**config.mk**
```make
export PLATFORM = sky130hd
export DESIGN_NAME = control_sequencer
export DESIGN_NICKNAME = d
export VERILOG_FILES = /design/src/rtl/cpu_pkg.sv /design/src/rtl/instr_decode.sv /design/src/rtl/control_sequencer.sv
export SDC_FILE = /design/constraint.sdc
export NUM_CORES = 1
export LEC_CHECK = 0
export CAP_MARGIN = 20
export CORE_UTILIZATION = 30
export DETAILED_ROUTE_END_ITERATION = 10
export PLACE_DENSITY_LB_ADDON = 0.2
export SLEW_MARGIN = 40
export SYNTH_ARGS = -nofsm -noshare
export SYNTH_HDL_FRONTEND = slang
export SYNTH_SLANG_ARGS = --single-unit
```
**constraint.sdc**
```tcl
create_clock -name clk -period 2.2 [get_ports clk]
set_input_delay 0.33 -clock clk [delete_from_list [all_inputs] [get_ports clk]]
set_output_delay 0.33 -clock clk [all_outputs]
set_load 0.05 [all_outputs]
```
**src/rtl/cpu_pkg.sv**
```systemverilog
// Shared definitions for the 16-bit bus CPU control path: sequencer states,
// opcodes, register and segment codes, and the register-code legality helper.
package cpu_pkg;

  typedef logic [2:0] state_t;

  localparam state_t ST_FETCH_A = 3'd0;
  localparam state_t ST_FETCH_M = 3'd1;
  localparam state_t ST_DECODE  = 3'd2;
  localparam state_t ST_EX1     = 3'd3;
  localparam state_t ST_EX2     = 3'd4;
  localparam state_t ST_HALT    = 3'd5;

  localparam logic [3:0] OP_NOP  = 4'h0;
  localparam logic [3:0] OP_MOV  = 4'h1;
  localparam logic [3:0] OP_LD   = 4'h2;
  localparam logic [3:0] OP_ST   = 4'h3;
  localparam logic [3:0] OP_PUSH = 4'h4;
  localparam logic [3:0] OP_POP  = 4'h5;
  localparam logic [3:0] OP_HLT  = 4'h7;

  // Effective instruction class; illegal encodings collapse to K_NOP.
  typedef enum logic [2:0] {
    K_NOP, K_MOV, K_LDI, K_LD, K_ST, K_PUSH, K_POP, K_HLT
  } kind_t;

  localparam logic [3:0] REG_NONE = 4'd0;
  localparam logic [3:0] REG_A    = 4'd1;
  localparam logic [3:0] REG_B    = 4'd2;
  localparam logic [3:0] REG_C    = 4'd3;
  localparam logic [3:0] REG_D    = 4'd4;
  localparam logic [3:0] REG_E    = 4'd5;
  localparam logic [3:0] REG_SP   = 4'd6;
  localparam logic [3:0] REG_SB   = 4'd7;
  localparam logic [3:0] REG_CS   = 4'd8;
  localparam logic [3:0] REG_DS   = 4'd9;
  localparam logic [3:0] REG_SS   = 4'd10;
  localparam logic [3:0] REG_ES   = 4'd11;

  localparam logic [2:0] SEG_NONE = 3'd0;
  localparam logic [2:0] SEG_CS   = 3'd1;
  localparam logic [2:0] SEG_DS   = 3'd2;
  localparam logic [2:0] SEG_SS   = 3'd3;

  function automatic logic reg_ok(input logic [3:0] code);
    return (code >= REG_A) && (code <= REG_ES);
  endfunction

endpackage

```
**src/rtl/instr_decode.sv**
```systemverilog
// Combinational instruction-register decode: field extraction, LDI detection
// and legality check of the opcode and every register field it uses.
module instr_decode
  import cpu_pkg::*;
(
  input  logic [15:0] io,
  output kind_t       kind,
  output logic [3:0]  dst,
  output logic [3:0]  src,
  output logic        illegal
);

  logic  is_ldi;
  logic  ok;
  kind_t raw;
  logic  unused_low;

  assign unused_low = ^io[3:0];

  always_comb begin
    is_ldi = (io[15:14] == 2'b11);
    dst    = is_ldi ? io[13:10] : io[11:8];
    src    = io[7:4];
    raw    = K_NOP;
    ok     = 1'b1;
    if (is_ldi) begin
      raw = K_LDI;
      ok  = reg_ok(dst);
    end else begin
      case (io[15:12])
        OP_NOP:  raw = K_NOP;
        OP_MOV:  begin raw = K_MOV;  ok = reg_ok(dst) && reg_ok(src); end
        OP_LD:   begin raw = K_LD;   ok = reg_ok(dst) && reg_ok(src); end
        OP_ST:   begin raw = K_ST;   ok = reg_ok(dst) && reg_ok(src); end
        OP_PUSH: begin raw = K_PUSH; ok = reg_ok(src); end
        OP_POP:  begin raw = K_POP;  ok = reg_ok(dst); end
        OP_HLT:  raw = K_HLT;
        default: ok = 1'b0;
      endcase
    end
    illegal = !ok;
    kind    = ok ? raw : K_NOP;
  end

endmodule

```
**src/rtl/control_sequencer.sv**
```systemverilog
// Multi-cycle control sequencer: fetch/decode/execute FSM with memory
// handshake, opcode latch taken in DECODE and a saturating stall counter.
module control_sequencer
  import cpu_pkg::*;
#(
  parameter int WAIT_MAX = 255
) (
  input  logic        clk,
  input  logic        r,
  input  logic [15:0] io,
  input  logic        mem_ready,
  output logic [3:0]  rsto,
  output logic [3:0]  rsti,
  output logic        iwe,
  output logic        ioe,
  output logic        mwe,
  output logic        pc_oe,
  output logic        pc_inc,
  output logic        sp_inc,
  output logic        sp_dec,
  output logic        mem_rd,
  output logic        mem_wr,
  output logic [2:0]  sso,
  output logic        instr_done,
  output logic        illegal,
  output logic        bus_err,
  output logic        halted
);

  localparam int CW = (WAIT_MAX < 1) ? 1 : $clog2(WAIT_MAX + 1);
  localparam logic [CW-1:0] CNT_MAX = CW'(WAIT_MAX);
  localparam logic [CW-1:0] CNT_ERR = CW'(WAIT_MAX - 1);

  state_t        state, next_state;
  kind_t         kind_q;
  logic [3:0]    dst_q, src_q;
  logic [CW-1:0] stall_cnt;

  kind_t         d_kind;
  logic [3:0]    d_dst, d_src;
  logic          d_illegal;
  logic          mem_state, stall;

  instr_decode u_decode (
    .io      (io),
    .kind    (d_kind),
    .dst     (d_dst),
    .src     (d_src),
    .illegal (d_illegal)
  );

  always_comb begin
    mem_state = 1'b0;
    case (state)
      ST_FETCH_M: mem_state = 1'b1;
      ST_EX1:     mem_state = (kind_q == K_LD) || (kind_q == K_ST) || (kind_q == K_PUSH);
      ST_EX2:     mem_state = (kind_q == K_POP);
      default:    mem_state = 1'b0;
    endcase
    stall = mem_state && !mem_ready;
  end

  always_comb begin
    next_state = state;
    case (state)
      ST_FETCH_A: next_state = ST_FETCH_M;
      ST_FETCH_M: if (mem_ready) next_state = ST_DECODE;
      ST_DECODE: begin
        case (d_kind)
          K_NOP, K_MOV, K_LDI: next_state = ST_FETCH_A;
          K_HLT:               next_state = ST_HALT;
          default:             next_state = ST_EX1;
        endcase
      end
      ST_EX1: begin
        case (kind_q)
          K_LD, K_ST: if (mem_ready) next_state = ST_FETCH_A;
          K_PUSH:     if (mem_ready) next_state = ST_EX2;
          K_POP:      next_state = ST_EX2;
          default:    next_state = ST_FETCH_A;
        endcase
      end
      ST_EX2: begin
        if (kind_q != K_POP || mem_ready) next_state = ST_FETCH_A;
      end
      ST_HALT: next_state = ST_HALT;
      default: next_state = ST_FETCH_A;
    endcase
  end

  // The stall counter restarts for every request and saturates so bus_err fires once.
  always_ff @(posedge clk) begin
    if (r) begin
      state     <= ST_FETCH_A;
      kind_q    <= K_NOP;
      dst_q     <= REG_NONE;
      src_q     <= REG_NONE;
      stall_cnt <= '0;
    end else begin
      state <= next_state;
      if (state == ST_DECODE) begin
        kind_q <= d_kind;
        dst_q  <= d_dst;
        src_q  <= d_src;
      end
      if (stall) begin
        if (stall_cnt != CNT_MAX) stall_cnt <= stall_cnt + CW'(1);
      end else begin
        stall_cnt <= '0;
      end
    end
  end

  always_comb begin
    rsto       = REG_NONE;
    rsti       = REG_NONE;
    iwe        = 1'b0;
    ioe        = 1'b0;
    mwe        = 1'b0;
    pc_oe      = 1'b0;
    pc_inc     = 1'b0;
    sp_inc     = 1'b0;
    sp_dec     = 1'b0;
    mem_rd     = 1'b0;
    mem_wr     = 1'b0;
    sso        = SEG_NONE;
    instr_done = 1'b0;
    illegal    = 1'b0;
    bus_err    = 1'b0;
    halted     = 1'b0;
    if (!r) begin
      case (state)
        ST_FETCH_A: begin
          pc_oe = 1'b1;
          mwe   = 1'b1;
        end
        ST_FETCH_M: begin
          mem_rd = 1'b1;
          sso    = SEG_CS;
          if (mem_ready) begin
            iwe    = 1'b1;
            pc_inc = 1'b1;
          end
        end
        // DECODE drives from the live decode; later states use the latched fields.
        ST_DECODE: begin
          illegal = d_illegal;
          case (d_kind)
            K_MOV:  begin rsto = d_src; rsti = d_dst; instr_done = 1'b1; end
            K_LDI:  begin ioe = 1'b1; rsti = d_dst; instr_done = 1'b1; end
            K_LD:   begin rsto = d_src; mwe = 1'b1; end
            K_ST:   begin rsto = d_dst; mwe = 1'b1; end
            K_PUSH: begin rsto = REG_SP; mwe = 1'b1; end
            K_POP:  sp_inc = 1'b1;
            default: instr_done = 1'b1;
          endcase
        end
        ST_EX1: begin
          case (kind_q)
            K_LD: begin
              mem_rd = 1'b1;
              sso    = SEG_DS;
              if (mem_ready) begin
                rsti       = dst_q;
                instr_done = 1'b1;
              end
            end
            K_ST: begin
              rsto       = src_q;
              mem_wr     = 1'b1;
              sso        = SEG_DS;
              instr_done = mem_ready;
            end
            K_PUSH: begin
              rsto   = src_q;
              mem_wr = 1'b1;
              sso    = SEG_SS;
            end
            K_POP: begin
              rsto = REG_SP;
              mwe  = 1'b1;
            end
            default: ;
          endcase
        end
        ST_EX2: begin
          case (kind_q)
            K_PUSH: begin
              sp_dec     = 1'b1;
              instr_done = 1'b1;
            end
            K_POP: begin
              mem_rd = 1'b1;
              sso    = SEG_SS;
              if (mem_ready) begin
                rsti       = dst_q;
                instr_done = 1'b1;
              end
            end
            default: ;
          endcase
        end
        ST_HALT: halted = 1'b1;
        default: ;
      endcase
      bus_err = stall && (stall_cnt == CNT_ERR);
    end
  end

endmodule

```
# Word-level counts from Yosys, hierarchy flattened
# Cells that the tools add are included.
# word_totals
reg_bits	22
latch_bits	0
mem_bits_rw	0
rom_bits	0
in_bits	19
output_inout_bits	24
wordCells	127
mem_count	0
# classes
add_sub_neg	1
multipliers	0
div	0
n_lt_le_gt_ge	4
eq_ne	30
shift	0
mux	62
bitwise_logic	1
reduce_logical	24
# ops
operator	n
$pmux W3 S6	2
$mux W1	30
$mux W4	7
$eq A3 B3 Y1 const B	9
$pmux W4 S3	2
$mux W3	6
$pmux W4 S2	2
$eq A3 B2 Y1 const B	5
$eq A4 B3 Y1 const B	3
$pmux W1 S3	4
$reduce_or A2 Y1	6
$ne A3 B3 Y1 const B	3
$pmux W3 S3	1
$reduce_or A3 Y1	3
$add A8 B1 Y8 const B	1
$eq A4 B2 Y1 const B	2
$eq A8 B8 Y1 const B	1
$ge A4 B1 Y1 const B	2
$le A4 B4 Y1 const B	2
$ne A8 B8 Y1 const B	1
$eq A3 B1 Y1 const B	2
$logic_not A3 Y1	2
$pmux W2 S3	1
$pmux W3 S2	1
other kinds (14)	24

# Depth between registers and ports, before layout
# Gate-level depths: netlist (run 1).
# logic_depth
ltp_word	13
ltp_mapped	7
mapped_depth_nobuf	6

# Modules after synthesis
# Synthesis (run 1) repeated with hierarchy kept, for this count alone.
# hier_totals
hier_cells	241
hier_area_um2	1851.8
# modules_own_cells
mod	instances	cells_each	area_each_um2	seq_area_each_um2
control_sequencer	1	198	1535.2	440.4
instr_decode	1	43	316.6	0.0

# Least setup slack after synthesis (run 1)
# Ideal clock, no wire load.
# synth_timing
path_kind	register -> output
from	register state[2]
to	output port pc_inc
arrival_time_ps	2688
t_required_ps	1870
path_slack_ps	-818
path_stages_with_launch	5
path_cell_list	dfxtp_1 clkbuf_1 nand2b_1 nor4_1 buf_4
# synth_via
elab_chain_len	3
# synth_lines
item	line	rtl
start: declaration	control_sequencer.sv:34	state_t state, next_state;
start signal: assignment	control_sequencer.sv:100	state <= next_state;
$eq A3 B1 Y1	--	
$mux W1 (2 in a row)	--	
end: declaration	control_sequencer.sv:18	output logic pc_inc,
# Every way passes these cells.

# Final worst setup path (run 1)
# layout_timing
from	input port io[15]
to	output port rsto[0]
# layout_via
elab_chain_len	13
# layout_lines
item	line	rtl
start: declaration	control_sequencer.sv:10	input logic [15:0] io,
$eq A2 B2 Y1	instr_decode.sv:21	is_ldi = (io[15:14] == 2'b11);
$mux W4	instr_decode.sv:22	dst = is_ldi ? io[13:10] : io[11:8];
$ge A4 B1 Y1 / $le A4 B4 Y1 (equally long branches)	cpu_pkg.sv:46	return (code >= REG_A) && (code <= REG_ES);
$logic_and A1 B1 Y1	cpu_pkg.sv:46	
$logic_and A1 B1 Y1	instr_decode.sv:32, instr_decode.sv:33, instr_decode.sv:34	
$pmux W1 S4	instr_decode.sv:30	case (io[15:12])
$mux W1	instr_decode.sv:26	if (is_ldi) begin
$mux W3	instr_decode.sv:42	kind = ok ? raw : K_NOP;
$eq A3 B2 Y1 / $eq A3 B1 Y1 (equally long branches)	control_sequencer.sv:148	case (d_kind)
$reduce_or A2 Y1 (no source line)	--	
$pmux W4 S3 (*)	control_sequencer.sv:148	
$pmux W4 S2 (*)	control_sequencer.sv:132	case (state)
$mux W4 (*)	control_sequencer.sv:131	if (!r) begin
end: declaration	control_sequencer.sv:12	output logic [3:0] rsto,
# Every way passes the cells marked *; elsewhere a longest branch is shown, timed or not.

==> results of run 1 <==
-- state kept, by name, summed over array words and instances, names as in the netlist --
name       count
dst_q          4
kind_q         3
src_q          4
stall_cnt      8
state          3
-- power by group --
part / switching, uW / internal [uW] / leakage, uW
Clock: 146 / 244 / 0.0000357
Sequential: 9.93 / 413 / 0.000181
Combinational: 243 / 201 / 0.00102
-- cells in the final DEF, fill, tap and decap left out, types with 3 or more instances in the layout --
cell type   n
buf_4      46
nand2_1    28
buf_6      21
a21oi_1    18
nor2_1     17
buf_12     17
dfxtp_1    16
inv_1       8
nand3_1     8
nor2_2      7
mux2i_1     7
nand2b_1    7
o21ai_0     6
nand3b_1    6
a211oi_1    6
dfxtp_2     6
nor2b_1     5
and3_1      5
buf_2       5
o22ai_4     4
o211ai_1    4
xnor2_1     4
nor2_4      3
nand3_2     3
o21ai_1     3
nand2b_4    3
o31ai_4     3
a21oi_2     3
nor3_4      3
clkbuf_8    3
-- path summary, 6_finish.rpt --
path | cells past startpoint | end | slack (ns)
worst max-delay path | 8 | rsto[0] | -0.06
worst min-delay path | 4 | src_q[1] | 0.42
worst max register to register | 7 | state[0] | 0.40
worst min register to register | 2 | src_q[2] | 0.46
-- layer usage --
metal / vias up / part of all wire [%] / GRT usage [%] / routed length (um)
met5: - / 0 / 0 / 0
met4: 0 / 1.5 / 5.27 / 89
met3: 9 / 3.1 / 1.95 / 186
met2: 49 / 50 / 35.2 / 2940
met1: 961 / 45 / 25.6 / 2690
li1: 1054 / - / - / -
-- worst register-to-register path: cells and delay by family (launching register included) --
family	cells	cell delay, ns
flops	1	0.34
buf+inv	2	0.30
simple gates	1	0.26
compound gates	4	0.80
-- cells by family after synthesis --
family / synth area share [%]
AND/OR/NAND/NOR: 32.5
AO/OA/AOI/OAI: 26.6
buffers and inverters: 6.34
flip-flops: 24.8
multiplexers: 4.79
XOR/XNOR: 3.45
adder cells (fa/ha/maj): 1.41
other: 0.211
-- stage by stage --
stage / setup WS [ns] / total power [uW] / util [%]
after floorplan: -0.172 / 659 / -
after global placement: -0.490 / 826 / 51.4
after detailed placement: -0.526 / 829 / 51.4
after CTS: -0.0651 / 1240 / 56.0
after global routing: -0.134 / 1310 / 58.0
final: -0.0578 / 1260 / 58.0
-- final cells by class --
class	count	area share (%)
clock inverter	1	0.924
multi-input combinational	199	49.5
inverter	9	1.04
timing repair buffer	94	30.8
tap	72	2.77
clock buffer	3	1.27
sequential	22	13.8
-- what timing repair did --
action | in CTS | in global routing
pin swaps | 15 | 19
gates cloned | 0 | 0
setup endpoints to repair | 18 | 16
setup buffers | 7 | 1
resized for setup | 84 | 24
==> impl_table.tex, run 1 <==
\begin{tabular}{lr}
\hline
Metric & Value \\
\hline
\multicolumn{2}{l}{\textbf{Synth}} \\
Number of synthesized flops with an enable pin & 0 \\
Average instance area after synthesis & roughly 7 um\^{}2 \\
Main area contributors after synthesis & dfxtp\_1 (25\%), nand2\_1 (6.3\%), a21oi\_1 (5.9\%) \\
Top post-synthesis cells by count & nand2\_1 (30), nor2\_1 (27), dfxtp\_1 (22) \\
Sequential fraction of the synthesis area & between 20 and 25\% \\
Yosys top cell area share & between 20\% and 30\% \\
Number of warnings reported in the yosys synthesis log & 0 \\
Proportion of synthesized flip-flops having asynchronous set or reset & 0\% \\
Unique cell type count in the Yosys netlist & 50 \\
Most numerous cell in the Yosys netlist & nand2\_1 \\
Number of synthesized register bits & 22 \\
Dominant synthesized flop cell & dfxtp\_1 \\
Cell accounting for the most synthesized area & dfxtp\_1 \\
Area of the mapped netlist & 1780 um\^{}2 \\
Synthesized instance count & 248 \\
Synth Net Count & $\sim$270 \\
\multicolumn{2}{l}{\textbf{Die}} \\
Core Area & 5610 um\^{}2 \\
DIE AREA & 6230 um\^{}2 \\
Effective utilization at floorplan & a little under a third \\
Number of top-level pins & 43 \\
Height of the chip & $\sim$79 um \\
Site row count & 27 \\
Floorplan die width & 79.0 um \\
\multicolumn{2}{l}{\textbf{STA}} \\
RSZ-0062 raised after global routing & true \\
Final setup slack of the worst path & -0.0578 ns \\
Total Negative Setup Slacks & -0.212 ns \\
Upper clock frequency limit & 0.443 GHz \\
Maximum clock skew at final layout & 0.00993 ns \\
Final Slew Violations & 0 \\
Worst hold margin & 0.424 ns \\
Final Hold Fails & 0 \\
Final worst path period share & 103\% \\
Setup violations, final & 10 \\
Shortest clock period the worst path allows after layout & between 2 and 2.5 ns \\
\multicolumn{2}{l}{\textbf{Worst setup path}} \\
CP Cell Sequence & buf\_8, nand2\_8, mux2\_4, a221oi\_4, o21ai\_4, buf\_6, o31ai\_4, buf\_12 \\
Buf+Inv Stages, Crit Path & 3 \\
Critical path class & input pin to primary output \\
Biggest fanout along the worst timing path & 5 \\
Worst endpoint data arrival time & 1.93 ns \\
Critical Path Source & io[15] \\
Largest incremental delay on the critical path & 0.40 ns \\
Reg-to-reg critical path startpoint & state[2] \\
Critical Path Start Type & input pin \\
Worst Setup End Kind & primary output \\
Top delay family on crit path & compound AO/OA/AOI/OAI gates \\
Endpoint required time on the critical path & around 1.9 ns \\
Cell with the biggest individual delay on the critical path & a221oi\_4 \\
\multicolumn{2}{l}{\textbf{Global routing}} \\
Overall overflow remaining after global route & 0 \\
Wire length of the first global-routing pass & 9.85 mm \\
Number of global-route vias before repair & 2101 \\
Overall fraction of global-route tracks in use & between 10\% and 20\% \\
Largest net degree at the start of global routing & 16 \\
Initial antenna violation count & 0 \\
\multicolumn{2}{l}{\textbf{Finish}} \\
Nets@finish & 350 \\
Number of antenna repair diodes & 0 \\
Multi-input gate area in the final layout & 1610 um\^{}2 \\
FF+latch area & 448 um\^{}2 \\
Syn-to-layout area delta & 83.0\% \\
Number of non-filler instances in the completed layout & 400 \\
Final cell area excluding filler cells & 3250 um\^{}2 \\
Share of layout cells above drive strength 1 & between 40\% and 50\% \\
Fill cell count & 526 \\
\multicolumn{2}{l}{\textbf{Route}} \\
Number of violations reported at the end of detailed-routing iteration 0 & 77 \\
\# DRC & 0 \\
Via density per instance & 5.18 \\
Wire length per cell & 14.8 um \\
Final wirelength & 5.91 mm \\
Vias & 2073 \\
Remaining number of nets flagged by the antenna check after routing & 0 \\
TritonRoute pass-1 iters & 4 \\
\multicolumn{2}{l}{\textbf{Pwr}} \\
Leakage power of the design & $\sim$0.0012 uW \\
Highest ir drop seen on vdd & 0.000206 V \\
Pwr per Cell Area & 386 nW/um\^{}2 \\
\multicolumn{2}{l}{\textbf{Clocking}} \\
Maximum clock path buffer count & 2 \\
Skew-Pair Late Insertion Delay & 0.27 ns \\
Clock tree from TritonCTS & yes \\
Cts hold-fix bufs & 0 \\
CTS root buffer & clkbuf\_8 \\
Clock transition at the registers of the reported paths & 0.09 ns \\
H-tree levels & 1 \\
Number of CTS-inserted buffers & 3 \\
Sinks on Clock Net & 22 \\
\multicolumn{2}{l}{\textbf{Place}} \\
RePlAce Congestion & 0.860 \\
Quantity of I/O buffers inserted on ports & 37 \\
Post-place instance area & 2880 um\^{}2 \\
Detailed placer's ending HPWL & 4.42 mm \\
Total instance count after detailed placement & roughly 390 \\
\multicolumn{2}{l}{\textbf{Outcome}} \\
Violations in the final reports & setup timing \\
Outcome & complete, but fails checks \\
\multicolumn{2}{l}{\textbf{Run}} \\
Number of maximum-capacitance violations & 0 \\
\multicolumn{2}{l}{\textbf{Hold path}} \\
Worst min-delay path startpoint & io[5] \\
Class of the tightest hold or removal check & input pin to flop \\
\hline
\end{tabular}
No activity file was read; power rests on OpenSTA's default activity.
==> run 2, diff against run 1 <==
--- a/config.mk
+++ b/config.mk
@@ -6,6 +6,7 @@
 export NUM_CORES = 1
 export LEC_CHECK = 0
 export CAP_MARGIN = 20
+export CORE_ASPECT_RATIO = 0.5
 export CORE_UTILIZATION = 30
 export DETAILED_ROUTE_END_ITERATION = 10
 export PLACE_DENSITY_LB_ADDON = 0.2
==> run 2 against run 1 <==
Compared with the run above:
- the run still ends with setup timing left
- count of clock-buffer cells in the layout is 1 higher
- routed wire length grew 2.1%
- sequential power about the same
- flip-flop and latch count did not move
- sequential share of layout area shrank 0.22 points
- critical path type is now flop to primary output
- largest cell class unchanged
==> impl_table.tex, run 2 (synthesis results as in run 1) <==
\begin{tabular}{lr}
\hline
Metric & Value \\
\hline
\multicolumn{2}{l}{\textbf{Route}} \\
Via density per instance & 5.15 (-0.69\%) \\
Vias & 2069 (-0.19\%) \\
Number of violations reported at the end of detailed-routing iteration 0 & 64 (-17\%) \\
Final wirelength & 6.03 mm (+2.1\%) \\
Remaining number of nets flagged by the antenna check after routing & 0 (unchanged) \\
TritonRoute pass-1 iters & 4 (unchanged) \\
\# DRC & 0 (unchanged) \\
Wire length per cell & 15.0 um (+1.6\%) \\
\multicolumn{2}{l}{\textbf{Clocking}} \\
Skew-Pair Late Insertion Delay & 0.27 ns (about the same) \\
Clock tree from TritonCTS & yes \\
Number of CTS-inserted buffers & 3 (unchanged) \\
CTS root buffer & clkbuf\_16 \\
Clock transition at the registers of the reported paths & 0.06 ns (-0.03 ns) \\
Sinks on Clock Net & 22 (unchanged) \\
H-tree levels & 1 (unchanged) \\
Maximum clock path buffer count & 2 (unchanged) \\
\multicolumn{2}{l}{\textbf{Finish}} \\
Leading cell type in the layout, fill and taps excluded & buf\_4 \\
Final cell area excluding filler cells & 3260 um\^{}2 (+0.19\%) \\
Nets@finish & 351 (+0.29\%) \\
Register with the most flip-flops & stall\_cnt \\
Number of antenna repair diodes & 0 (unchanged) \\
Max FFs per register & 8 (unchanged) \\
Share of layout cells above drive strength 1 & 44.4\% (-2.3 points) \\
Largest registers & stall\_cnt (8), dst\_q (4), src\_q (4) \\
Syn-to-layout area delta & 83.3\% \\
Fill cell count & 490 (-6.8\%) \\
Leading cell types in the layout, fill and taps excluded & buf\_4 (52), nand2\_1 (28), dfxtp\_1 (21), nor2\_1 (18), a21oi\_1 (18) \\
Number of non-filler instances in the completed layout & 402 (+0.50\%) \\
\multicolumn{2}{l}{\textbf{Die}} \\
Site row count & 19 (-30\%) \\
DIE AREA & 6250 um\^{}2 (+0.30\%) \\
Effective utilization at floorplan & 31.8\% (+0.12 points) \\
Core Area & 5590 um\^{}2 (-0.38\%) \\
Height of the chip & 56.4 um (-29\%) \\
Number of top-level pins & 43 (unchanged) \\
Floorplan die width & 111 um (+40\%) \\
\multicolumn{2}{l}{\textbf{STA}} \\
Final setup slack of the worst path & -0.0725 ns (-0.0146 ns) \\
Upper clock frequency limit & 0.440 GHz (-0.64\%) \\
Final worst path period share & 103\% (+0.66 points) \\
Setup violations, final & 8 (-2) \\
Maximum clock skew at final layout & 0.00470 ns (-0.00522 ns) \\
Final Hold Fails & 0 (unchanged) \\
Final Slew Violations & 0 (unchanged) \\
Shortest clock period the worst path allows after layout & 2.27 ns (+0.0146 ns) \\
Total Negative Setup Slacks & -0.196 ns (+0.0164 ns) \\
RSZ-0062 raised after global routing & true \\
\multicolumn{2}{l}{\textbf{Place}} \\
Post-place instance area & 2900 um\^{}2 (+0.56\%) \\
RePlAce Congestion & 0.889 (+3.3\%) \\
Placement-stage worst setup slack & -0.504 ns (+0.0224 ns) \\
Total instance count after detailed placement & 391 (+0.77\%) \\
Detailed placer's ending HPWL & 4.37 mm (-0.96\%) \\
Quantity of I/O buffers inserted on ports & 37 (unchanged) \\
\multicolumn{2}{l}{\textbf{Worst setup path}} \\
CP Cell Sequence & or3b\_4, buf\_6, mux2i\_2, a32oi\_2, o211ai\_1, and3\_1, buf\_6 \\
Cell repeated most along the worst path & buf\_6 \\
Critical path class & flop to primary output \\
Largest incremental delay on the critical path & 0.41 ns (about the same) \\
Critical Path Start Type & flop \\
Worst endpoint data arrival time & 1.94 ns (about the same) \\
Endpoint required time on the critical path & 1.87 ns (about the same) \\
Worst Setup End Kind & primary output \\
Cell with the biggest individual delay on the critical path & or3b\_4 \\
Biggest fanout along the worst timing path & 3 (-2) \\
\multicolumn{2}{l}{\textbf{Pwr}} \\
Total Power & 1310 uW (+4.7\%) \\
Share of total power consumed by net switching & 32.2\% (+0.49 points) \\
Highest ir drop seen on vdd & 0.000301 V (+46\%) \\
Pwr per Cell Area & 404 nW/um\^{}2 (+4.5\%) \\
Internal power & 891 uW (+4.0\%) \\
Leakage power of the design & 0.00123 uW (-0.39\%) \\
Sequential share of power & 32.0\% (-1.7 points) \\
Power spent charging and discharging nets & 424 uW (+6.3\%) \\
Combinational fraction of design power & 34.0\% (-1.3 points) \\
Part of the power in the clock network & 33.9\% (+2.9 points) \\
\multicolumn{2}{l}{\textbf{Outcome}} \\
Outcome & complete, but fails checks \\
Violations in the final reports & setup timing \\
\multicolumn{2}{l}{\textbf{Global routing}} \\
Overall fraction of global-route tracks in use & 20.8\% (+0.90 points) \\
Initial antenna violation count & 0 (unchanged) \\
Overall overflow remaining after global route & 0 (unchanged) \\
Wire length of the first global-routing pass & 10.3 mm (+4.9\%) \\
Number of global-route vias before repair & 2089 (-0.57\%) \\
Largest net degree at the start of global routing & 18 (+2) \\
\multicolumn{2}{l}{\textbf{Run}} \\
Number of maximum-capacitance violations & 0 (unchanged) \\
\multicolumn{2}{l}{\textbf{Hold path}} \\
Class of the tightest hold or removal check & input pin to flop \\
\hline
\end{tabular}
run 2: cell count changes in the layout (fill, tap and decap cells not counted), moves of 2 or more:
cell | before | now
dfxtp_2 | 6 | 1
clkbuf_16 | 0 | 3
nor2_2 | 7 | 5
buf_6 | 21 | 15
nand3_2 | 3 | 1
dfxtp_1 | 16 | 21
buf_4 | 46 | 52
clkbuf_8 | 3 | 1
run 2: final timing paths:
check,slack [ns],cells past startpoint,start,to
min reg2reg,0.46,2,src_q[0],src_q[0]
max reg2reg,0.42,7,kind_q[2],state[0]
max,-0.07,7,state[2],instr_done
min,0.43,4,io[6],src_q[2]
run 2: power groups by stage:
stage	Combinational, uW	Clock [uW]	Sequential [uW]
after global placement	395	0	428
after CTS	437	457	420
final	448	446	421
after detailed placement	402	0	428
after global routing	477	476	422
after floorplan	231	0	427
run 2: worst max-delay path: cells and delay by family (launching register included):
family	cells	cell delay [ns]
AO/OA/AOI/OAI	2	0.27
buffers and inverters	2	0.30
flip-flops	1	0.34
multiplexers	1	0.17
AND/OR/NAND/NOR	2	0.60
run 2: through the flow:
stage | hold WS [ns] | utilization, %
CTS | 0.424 | 57.5
global route | 0.435 | 58.3
floorplan | 0.433 | -
finish | 0.429 | 58.3
global placement | 0.451 | 51.9
detailed placement | 0.447 | 51.9
run 2: final cells by class:
| type | count | area (um^2) | share of cell area (%) |
|---|---|---|---|
| multi-input cells | 199 | 1600 | 49.3 |
| repair buffers | 95 | 997 | 30.6 |
| flip-flops and latches | 22 | 442 | 13.6 |
| well taps | 73 | 91.3 | 2.80 |
| clock buffers | 4 | 88.8 | 2.73 |
| inverters | 9 | 33.8 | 1.04 |
run 2: timing repair:
item                       in CTS  in global routing
gates resized for setup        83                 16
hold buffers                    0                  0
setup buffers                   7                  1
pin swaps                      16                 11
gates cloned                    0                  0
setup endpoints to repair      16                 17
run 2: metal layers:
metal  up-vias  GRT usage, %  part of all wire [%]
met2        27          35.0                    48
li1       1054             -                     -
met4         0          5.33                   1.3
met3         7          4.86                   2.9
met1       981          26.9                    48
met5         -             0                     0
